--- src/rtl/early_dequeue_n_pkg.sv ---
// Shared configuration, buffer entry type and modular due-time compare for the dequeue slice.
// Optional statistics outputs are enabled by defining EARLY_DEQUEUE_STATS_EN.
package early_dequeue_n_pkg;

    localparam int unsigned ED_N      = 4;
    localparam int unsigned ED_WIDTH  = 3;
    localparam int unsigned ED_DWIDTH = 32;
    localparam int unsigned ED_PORT_W = $clog2(ED_N);
    localparam int unsigned BUF_DEPTH = 2;
    localparam int unsigned CNT_W     = $clog2(BUF_DEPTH + 1);

    typedef struct packed {
        logic [ED_DWIDTH-1:0] data;
        logic [ED_WIDTH-1:0]  ts;
        logic [ED_PORT_W-1:0] port;
    } entry_t;

    // True when ts is at or before now, within half the wrap-around time range.
    function automatic logic ts_due(input logic [ED_WIDTH-1:0] ts, input logic [ED_WIDTH-1:0] now);
        logic [ED_WIDTH-1:0] diff;
        diff = now - ts;
        return ~diff[ED_WIDTH-1];
    endfunction

endpackage

--- src/rtl/early_dequeue_n_if.sv ---
// Queue-head inputs and buffered valid/ready output of the early dequeue stage.
interface early_dequeue_n_if;
    import early_dequeue_n_pkg::*;

    logic [ED_N*ED_DWIDTH-1:0] in_data;
    logic [ED_N*ED_WIDTH-1:0]  in_ts;
    logic [ED_N-1:0]           in_valid;
    logic [ED_N-1:0]           in_pop;
    logic [ED_DWIDTH-1:0]      out_data;
    logic [ED_WIDTH-1:0]       out_ts;
    logic [ED_PORT_W-1:0]      out_port;
    logic                      out_valid;
    logic                      out_ready;

    modport master (
        input  in_data, in_ts, in_valid, out_ready,
        output in_pop, out_data, out_ts, out_port, out_valid
    );

    modport slave (
        output in_data, in_ts, in_valid, out_ready,
        input  in_pop, out_data, out_ts, out_port, out_valid
    );

endinterface

--- src/rtl/early_dequeue_n_buf.sv ---
// Two-entry valid/ready FIFO; the head register drives the outputs directly.
module early_dequeue_n_buf
    import early_dequeue_n_pkg::*;
(
    input  logic   clock,
    input  logic   reset,
    input  logic   push,
    input  entry_t din,
    input  logic   ready,
    output entry_t head,
    output logic   valid,
    output logic   full
);

    entry_t           tail;
    logic [CNT_W-1:0] count;
    logic             pop_c;

    assign pop_c = valid & ready;
    assign valid = (count != '0);
    assign full  = (count == CNT_W'(BUF_DEPTH));

    always_ff @(posedge clock or posedge reset) begin
        if (reset) begin
            head  <= '0;
            tail  <= '0;
            count <= '0;
        end else begin
            case ({push, pop_c})
                2'b10: begin
                    if (count == '0) head <= din;
                    else             tail <= din;
                    count <= count + CNT_W'(1);
                end
                2'b01: begin
                    head  <= tail;
                    count <= count - CNT_W'(1);
                end
                2'b11: begin
                    // Count holds: new entry lands behind whatever remains.
                    if (count == CNT_W'(BUF_DEPTH)) begin
                        head <= tail;
                        tail <= din;
                    end else begin
                        head <= din;
                    end
                end
                default: ;
            endcase
        end
    end

endmodule

--- src/rtl/select_early_n.sv ---
// Picks the valid queue head with the smallest timestamp; lowest index wins ties.
module select_early_n #(
    parameter int unsigned N     = 4,
    parameter int unsigned WIDTH = 3,
    localparam int unsigned SW   = $clog2(N)
) (
    input  logic [N*WIDTH-1:0] ts_in,
    input  logic [N-1:0]       valid,
    output logic [WIDTH-1:0]   tmin,
    output logic [SW-1:0]      sel,
    output logic               sel_valid
);

    always_comb begin
        tmin      = '0;
        sel       = '0;
        sel_valid = 1'b0;
        for (int i = 0; i < N; i++) begin
            if (valid[i] && (!sel_valid || (ts_in[i*WIDTH +: WIDTH] < tmin))) begin
                tmin      = ts_in[i*WIDTH +: WIDTH];
                sel       = SW'(i);
                sel_valid = 1'b1;
            end
        end
    end

endmodule

--- src/rtl/early_dequeue_n.sv ---
// Pops the earliest due queue head into a 2-entry output buffer.
// Define EARLY_DEQUEUE_STATS_EN to add saturating pop/stall counters.
module early_dequeue_n
    import early_dequeue_n_pkg::*;
(
    input  logic                clock,
    input  logic                reset,
    input  logic                enable,
    input  logic [ED_WIDTH-1:0] sim_time,
    early_dequeue_n_if.master   bus
`ifdef EARLY_DEQUEUE_STATS_EN
    ,
    output logic [31:0]         stat_pops,
    output logic [31:0]         stat_stalls
`endif
);

    logic [ED_WIDTH-1:0]  tmin;
    logic [ED_PORT_W-1:0] sel;
    logic                 sel_valid;
    logic                 due_c;
    logic                 space_c;
    logic                 fire_c;
    logic                 full;
    logic                 head_valid;
    logic [ED_N-1:0]      pop_c;
    entry_t               din;
    entry_t               head;
    logic [ED_DWIDTH-1:0] data_arr [ED_N];

    select_early_n #(.N(ED_N), .WIDTH(ED_WIDTH)) u_sel (
        .ts_in     (bus.in_ts),
        .valid     (bus.in_valid),
        .tmin      (tmin),
        .sel       (sel),
        .sel_valid (sel_valid)
    );

    for (genvar i = 0; i < ED_N; i++) begin : g_unpack
        assign data_arr[i] = bus.in_data[i*ED_DWIDTH +: ED_DWIDTH];
    end

    assign due_c   = ts_due(tmin, sim_time);
    assign space_c = ~full | bus.out_ready;
    assign fire_c  = enable & sel_valid & due_c & space_c & ~reset;

    always_comb begin
        pop_c = '0;
        if (fire_c) pop_c[sel] = 1'b1;
    end

    assign din = '{data: data_arr[sel], ts: tmin, port: sel};

    early_dequeue_n_buf u_buf (
        .clock (clock),
        .reset (reset),
        .push  (fire_c),
        .din   (din),
        .ready (bus.out_ready),
        .head  (head),
        .valid (head_valid),
        .full  (full)
    );

    assign bus.in_pop    = pop_c;
    assign bus.out_data  = head.data;
    assign bus.out_ts    = head.ts;
    assign bus.out_port  = head.port;
    assign bus.out_valid = head_valid;

`ifdef EARLY_DEQUEUE_STATS_EN
    logic stall_c;
    assign stall_c = enable & sel_valid & due_c & ~space_c;

    // Saturating event counters.
    always_ff @(posedge clock or posedge reset) begin
        if (reset) begin
            stat_pops   <= '0;
            stat_stalls <= '0;
        end else begin
            if (fire_c && (stat_pops != '1))    stat_pops   <= stat_pops + 32'd1;
            if (stall_c && (stat_stalls != '1)) stat_stalls <= stat_stalls + 32'd1;
        end
    end
`endif

endmodule

--- src/flat_wrapper.sv ---
// flat-port wrapper written by rule: the top's interface ports become plain ports
module early_dequeue_n_flat import early_dequeue_n_pkg::*;
  (clock, reset, enable, sim_time, bus_in_data, bus_in_ts, bus_in_valid, bus_out_ready, bus_in_pop, bus_out_data, bus_out_ts, bus_out_port, bus_out_valid);
  early_dequeue_n_if bus_i ();
  input  logic clock;
  input  logic reset;
  input  logic enable;
  input  logic [ED_WIDTH-1:0] sim_time;
  input wire logic [$bits(bus_i.in_data)-1:0] bus_in_data;
  input wire logic [$bits(bus_i.in_ts)-1:0] bus_in_ts;
  input wire logic [$bits(bus_i.in_valid)-1:0] bus_in_valid;
  input wire logic [$bits(bus_i.out_ready)-1:0] bus_out_ready;
  output wire logic [$bits(bus_i.in_pop)-1:0] bus_in_pop;
  output wire logic [$bits(bus_i.out_data)-1:0] bus_out_data;
  output wire logic [$bits(bus_i.out_ts)-1:0] bus_out_ts;
  output wire logic [$bits(bus_i.out_port)-1:0] bus_out_port;
  output wire logic [$bits(bus_i.out_valid)-1:0] bus_out_valid;
  assign bus_i.in_data = bus_in_data;
  assign bus_i.in_ts = bus_in_ts;
  assign bus_i.in_valid = bus_in_valid;
  assign bus_i.out_ready = bus_out_ready;
  assign bus_in_pop = bus_i.in_pop;
  assign bus_out_data = bus_i.out_data;
  assign bus_out_ts = bus_i.out_ts;
  assign bus_out_port = bus_i.out_port;
  assign bus_out_valid = bus_i.out_valid;
  early_dequeue_n u_core (.clock(clock), .reset(reset), .enable(enable), .sim_time(sim_time), .bus(bus_i));
endmodule
--- config.mk ---
export PLATFORM = sky130hd
export DESIGN_NAME = early_dequeue_n_flat
export DESIGN_NICKNAME = d
export VERILOG_FILES = /design/src/rtl/early_dequeue_n_pkg.sv /design/src/rtl/early_dequeue_n_if.sv /design/src/rtl/early_dequeue_n_buf.sv /design/src/rtl/select_early_n.sv /design/src/rtl/early_dequeue_n.sv /design/src/flat_wrapper.sv
export SDC_FILE = /design/constraint.sdc
export NUM_CORES = 1
export LEC_CHECK = 0
export BUFFER_PORTS_ARGS = -buffer_cell sky130_fd_sc_hd__buf_4
export CAP_MARGIN = 20
export CORE_MARGIN = 10
export CORE_UTILIZATION = 31
export CTS_BUF_LIST = sky130_fd_sc_hd__clkbuf_16
export CTS_CLUSTER_DIAMETER = 40
export DETAILED_ROUTE_END_ITERATION = 6
export PLACE_DENSITY_LB_ADDON = 0.1
export SLEW_MARGIN = 25
export SYNTH_ARGS = -nofsm -noshare
export SYNTH_HDL_FRONTEND = slang
export SYNTH_SLANG_ARGS = --single-unit
--- constraint.sdc ---
create_clock -name clock -period 11.83 [get_ports clock]
set_input_delay 2.9575 -clock clock [delete_from_list [all_inputs] [get_ports clock]]
set_output_delay 2.9575 -clock clock [all_outputs]
set_load 0.01 [all_outputs]
==> results.sh <==
export IMPL_yosysUniqueCellTypes=49
export IMPL_io_buffers=192
export IMPL_die_area_um2=20600
export IMPL_yosys_area_share_simple_pct=13.0
export IMPL_relSlewSlack_pct=34.2
export IMPL_reg2regPathDepth=9
export IMPL_leakage_nw=3.04
export IMPL_h_tree_depth=3
export IMPL_fin_crit_ns=11.46
export IMPL_critical_path_max_stage_delay_ns=0.47
export IMPL_min_delay_start="u_core.u_buf.head[33]"
export IMPL_cts_tree="yes"
export IMPL_drtAntennaViolNets=0
export IMPL_hpwl_um=12200
export IMPL_clk_latency_ns=0.34
export IMPL_min_to="u_core.u_buf.head[33]"
export IMPL_grt_use_total_pct=15.2
export IMPL_yosys_warnings=0
export IMPL_final_hold_viol_count=0
export IMPL_grt_start_max_net_pins=70
export IMPL_core_um2=15000
export IMPL_fmax_ghz=0.0873
export IMPL_cts_buffer_depth=2
export IMPL_drt_total_wl_um=15800
export IMPL_die_w_um=143
export IMPL_fp_dieH_um=143
export IMPL_start_util_pct=31.4
export IMPL_status="finished, final reports clean"
export IMPL_synth_edf_count=0
export IMPL_drtIter0Drc=264
export IMPL_root_buffer="clkbuf_16"
export IMPL_tightest_slew_ns=0.984
export IMPL_synth_area_leader_cell="dfrtp_1"
export IMPL_clkTransAtPathRegs_ns=0.06
export IMPL_yosys_area_top_type_share_pct=40.3
export IMPL_synthCells=527
export IMPL_synth_compound_area_share_pct=23.8
export IMPL_tns_ns=0
export IMPL_final_area_um2=6680
export IMPL_grt_pass1_vias=4815
export IMPL_worstSetupPathType="in2out"
export IMPL_muxShareOfSynthArea_pct=14.9
export IMPL_synth_main_ff_cell="dfrtp_1"
export IMPL_slew_viol_final=0
export IMPL_worst_path_max_fanout=9
export IMPL_area_growth_pct=41.5
export IMPL_synth_most_common_cell="nor2_1"
export IMPL_peakVddDrop_uv=65.7
export IMPL_place_area_um2=6380
export IMPL_synth_xor_area_share_pct=0.902
export IMPL_setup_viol_count_final=0
export IMPL_grt_first_pass_wirelength_um=24800
export IMPL_r2r_end="u_core.u_buf.tail[12]"
export IMPL_first_pass_iters=4
export IMPL_ys_seq_area_share_pct=40.3
export IMPL_hold_depth=1
export IMPL_wl_per_cell_um=17.6
export IMPL_synth_area_um2=4720
export IMPL_async_reset_ff_share_pct=100
export IMPL_crit_path_end_kind="output pin"
export IMPL_finClkSkew_ns=0.00682
export IMPL_cpMaxStageDelayCell="or3b_2"
export IMPL_gp_congestion=0.813
export IMPL_routed_via_density=5.03
export IMPL_rows=45
export IMPL_worstPathArrival_ns=8.50
export IMPL_hold_ws_ns=0.489
export IMPL_diodes=0
export IMPL_cap_violations=0
export IMPL_fill_cells=1502
export IMPL_antenna_found_initial=0
export IMPL_synth_top_family_by_area="compound AO/OA/AOI/OAI gates"
export IMPL_cp_data_required_time_ns=8.87
export IMPL_setup_worst_path_start_class="primary input"
export IMPL_r2r_start="u_core.u_buf.count[0]"
export IMPL_drc=0
export IMPL_r2r_slack_ns=8.35
export IMPL_synthAdderAreaFrac_pct=2.65
export IMPL_hold_buffers=0
export IMPL_ios=193
export IMPL_fin_crit_sh_pct=96.9
export IMPL_p_per_area_nw_per_um2=193
export IMPL_clock_sinks=76
export IMPL_syn_nets=688
export IMPL_ys_top_cells_by_count="nor2_1 (78), dfrtp_1 (76), a21oi_1 (73), nand2_1 (43)"
export IMPL_path_common_cell="ha_1"
export IMPL_vias=4519
export IMPL_ys_ff_latch=76
export IMPL_drive_above_1_share_pct=37.0
export IMPL_synth_area_per_cell_um2=8.95
export IMPL_hp_class="reg2reg"
export IMPL_gr_total_overflow=0
export IMPL_finalNetCount=866
export IMPL_yosys_top_cells_area="dfrtp_1 (40%), a21oi_1 (7.7%), mux2i_1 (7.0%)"
export IMPL_cts_buffers=9
-- cell type report --
| class | instances | area, um^2 | share of cell area (%) |
|---|---|---|---|
| clock buffer | 9 | 225 | 3.37 |
| clock inverter | 7 | 35.0 | 0.525 |
| inverter | 11 | 42.5 | 0.637 |
| multi-input combinational | 403 | 2710 | 40.5 |
| sequential | 76 | 1900 | 28.5 |
| tap | 188 | 235 | 3.52 |
| timing repair buffer | 204 | 1530 | 22.9 |
-- per-layer routing --
| layer | wire length (um) | vias up | global-route usage (%) |
|---|---|---|---|
| met2 | 7940 | 112 | 26.3 |
| met1 | 6680 | 2134 | 17.4 |
| met5 | 0 | - | 0 |
| met3 | 943 | 15 | 4.59 |
| li1 | - | 2258 | - |
| met4 | 259 | 0 | 5.37 |
-- power by group --
group,switching [W],leakage [nW],internal [W],total (W)
clock,0.000103,0.125,0.000138,0.000242
combinational,0.000308,2.02,0.000285,0.000593
sequential,0.0000684,0.902,0.000385,0.000454
-- stage by stage --
step	util, %	total power (W)	worst slack (ns)	instances
after global routing	44.4	0.00140	-0.0141	898
after detailed placement	42.5	0.00106	0.116	881
after floorplan	-	0.000814	0.0230	527
final	44.4	0.00129	0.372	898
after global placement	42.5	0.00104	0.364	881
after CTS	44.2	0.00131	0.102	897
-- worst max-delay path, delay by kind of cell --
family          cells  cell delay (ns)
buf+inv             2             0.31
xor+xnor            1             0.27
fa+ha+maj           4             1.06
simple gates        8             1.27
compound gates     13             2.21
mux                 1             0.38
-- what timing repair did --
| action | 4_1_cts | 5_1_grt |
|---|---|---|
| setup endpoints to repair | 0 | 4 |
| gates resized for setup | 0 | 6 |
| setup buffers | 0 | 1 |
-- flip-flops by register name (all words and copies together) (netlist names) --
signal / cells
u_core.u_buf.head: 37
u_core.u_buf.tail: 37
u_core.u_buf.count: 2
-- placed cells by master, fill, tap and decap left out, drive strengths merged, types with 2 or more instances in the layout --
cell / count
o211ai: 3
clkinvlp: 2
mux2: 33
dfrtp: 76
o22ai: 7
o21a: 4
nand3b: 2
ha: 10
mux2i: 33
clkinv: 5
a21o: 2
nor3: 5
buf: 204
nor2: 78
nand3: 4
a211oi: 33
o21ai: 34
clkbuf: 9
a22oi: 9
nand2b: 5
a21oi: 73
xnor2: 3
nand2: 43
nor2b: 4
inv: 11
-- worst max-delay path by stage --
stage | start | slack, ns | end | depth (start not counted)
after floorplan | bus_in_valid[0] | 0.02 | bus_in_pop[0] | 32
after global placement | bus_in_valid[0] | 0.36 | bus_in_pop[2] | 29
after detailed placement | bus_in_valid[0] | 0.12 | bus_in_pop[3] | 29
after CTS | bus_in_valid[0] | 0.10 | bus_in_pop[3] | 29
after global routing | bus_in_valid[0] | -0.01 | bus_in_pop[2] | 29
final | bus_in_valid[0] | 0.37 | bus_in_pop[2] | 29
-- kinds of logic after synthesis --
kind of cell / Yosys count
flops: 76
buf+inv: 48
xor+xnor: 4
compound gates: 177
mux: 66
fa+ha+maj: 10
simple gates: 146
Note: power is estimated with default switching activity, not from simulation.
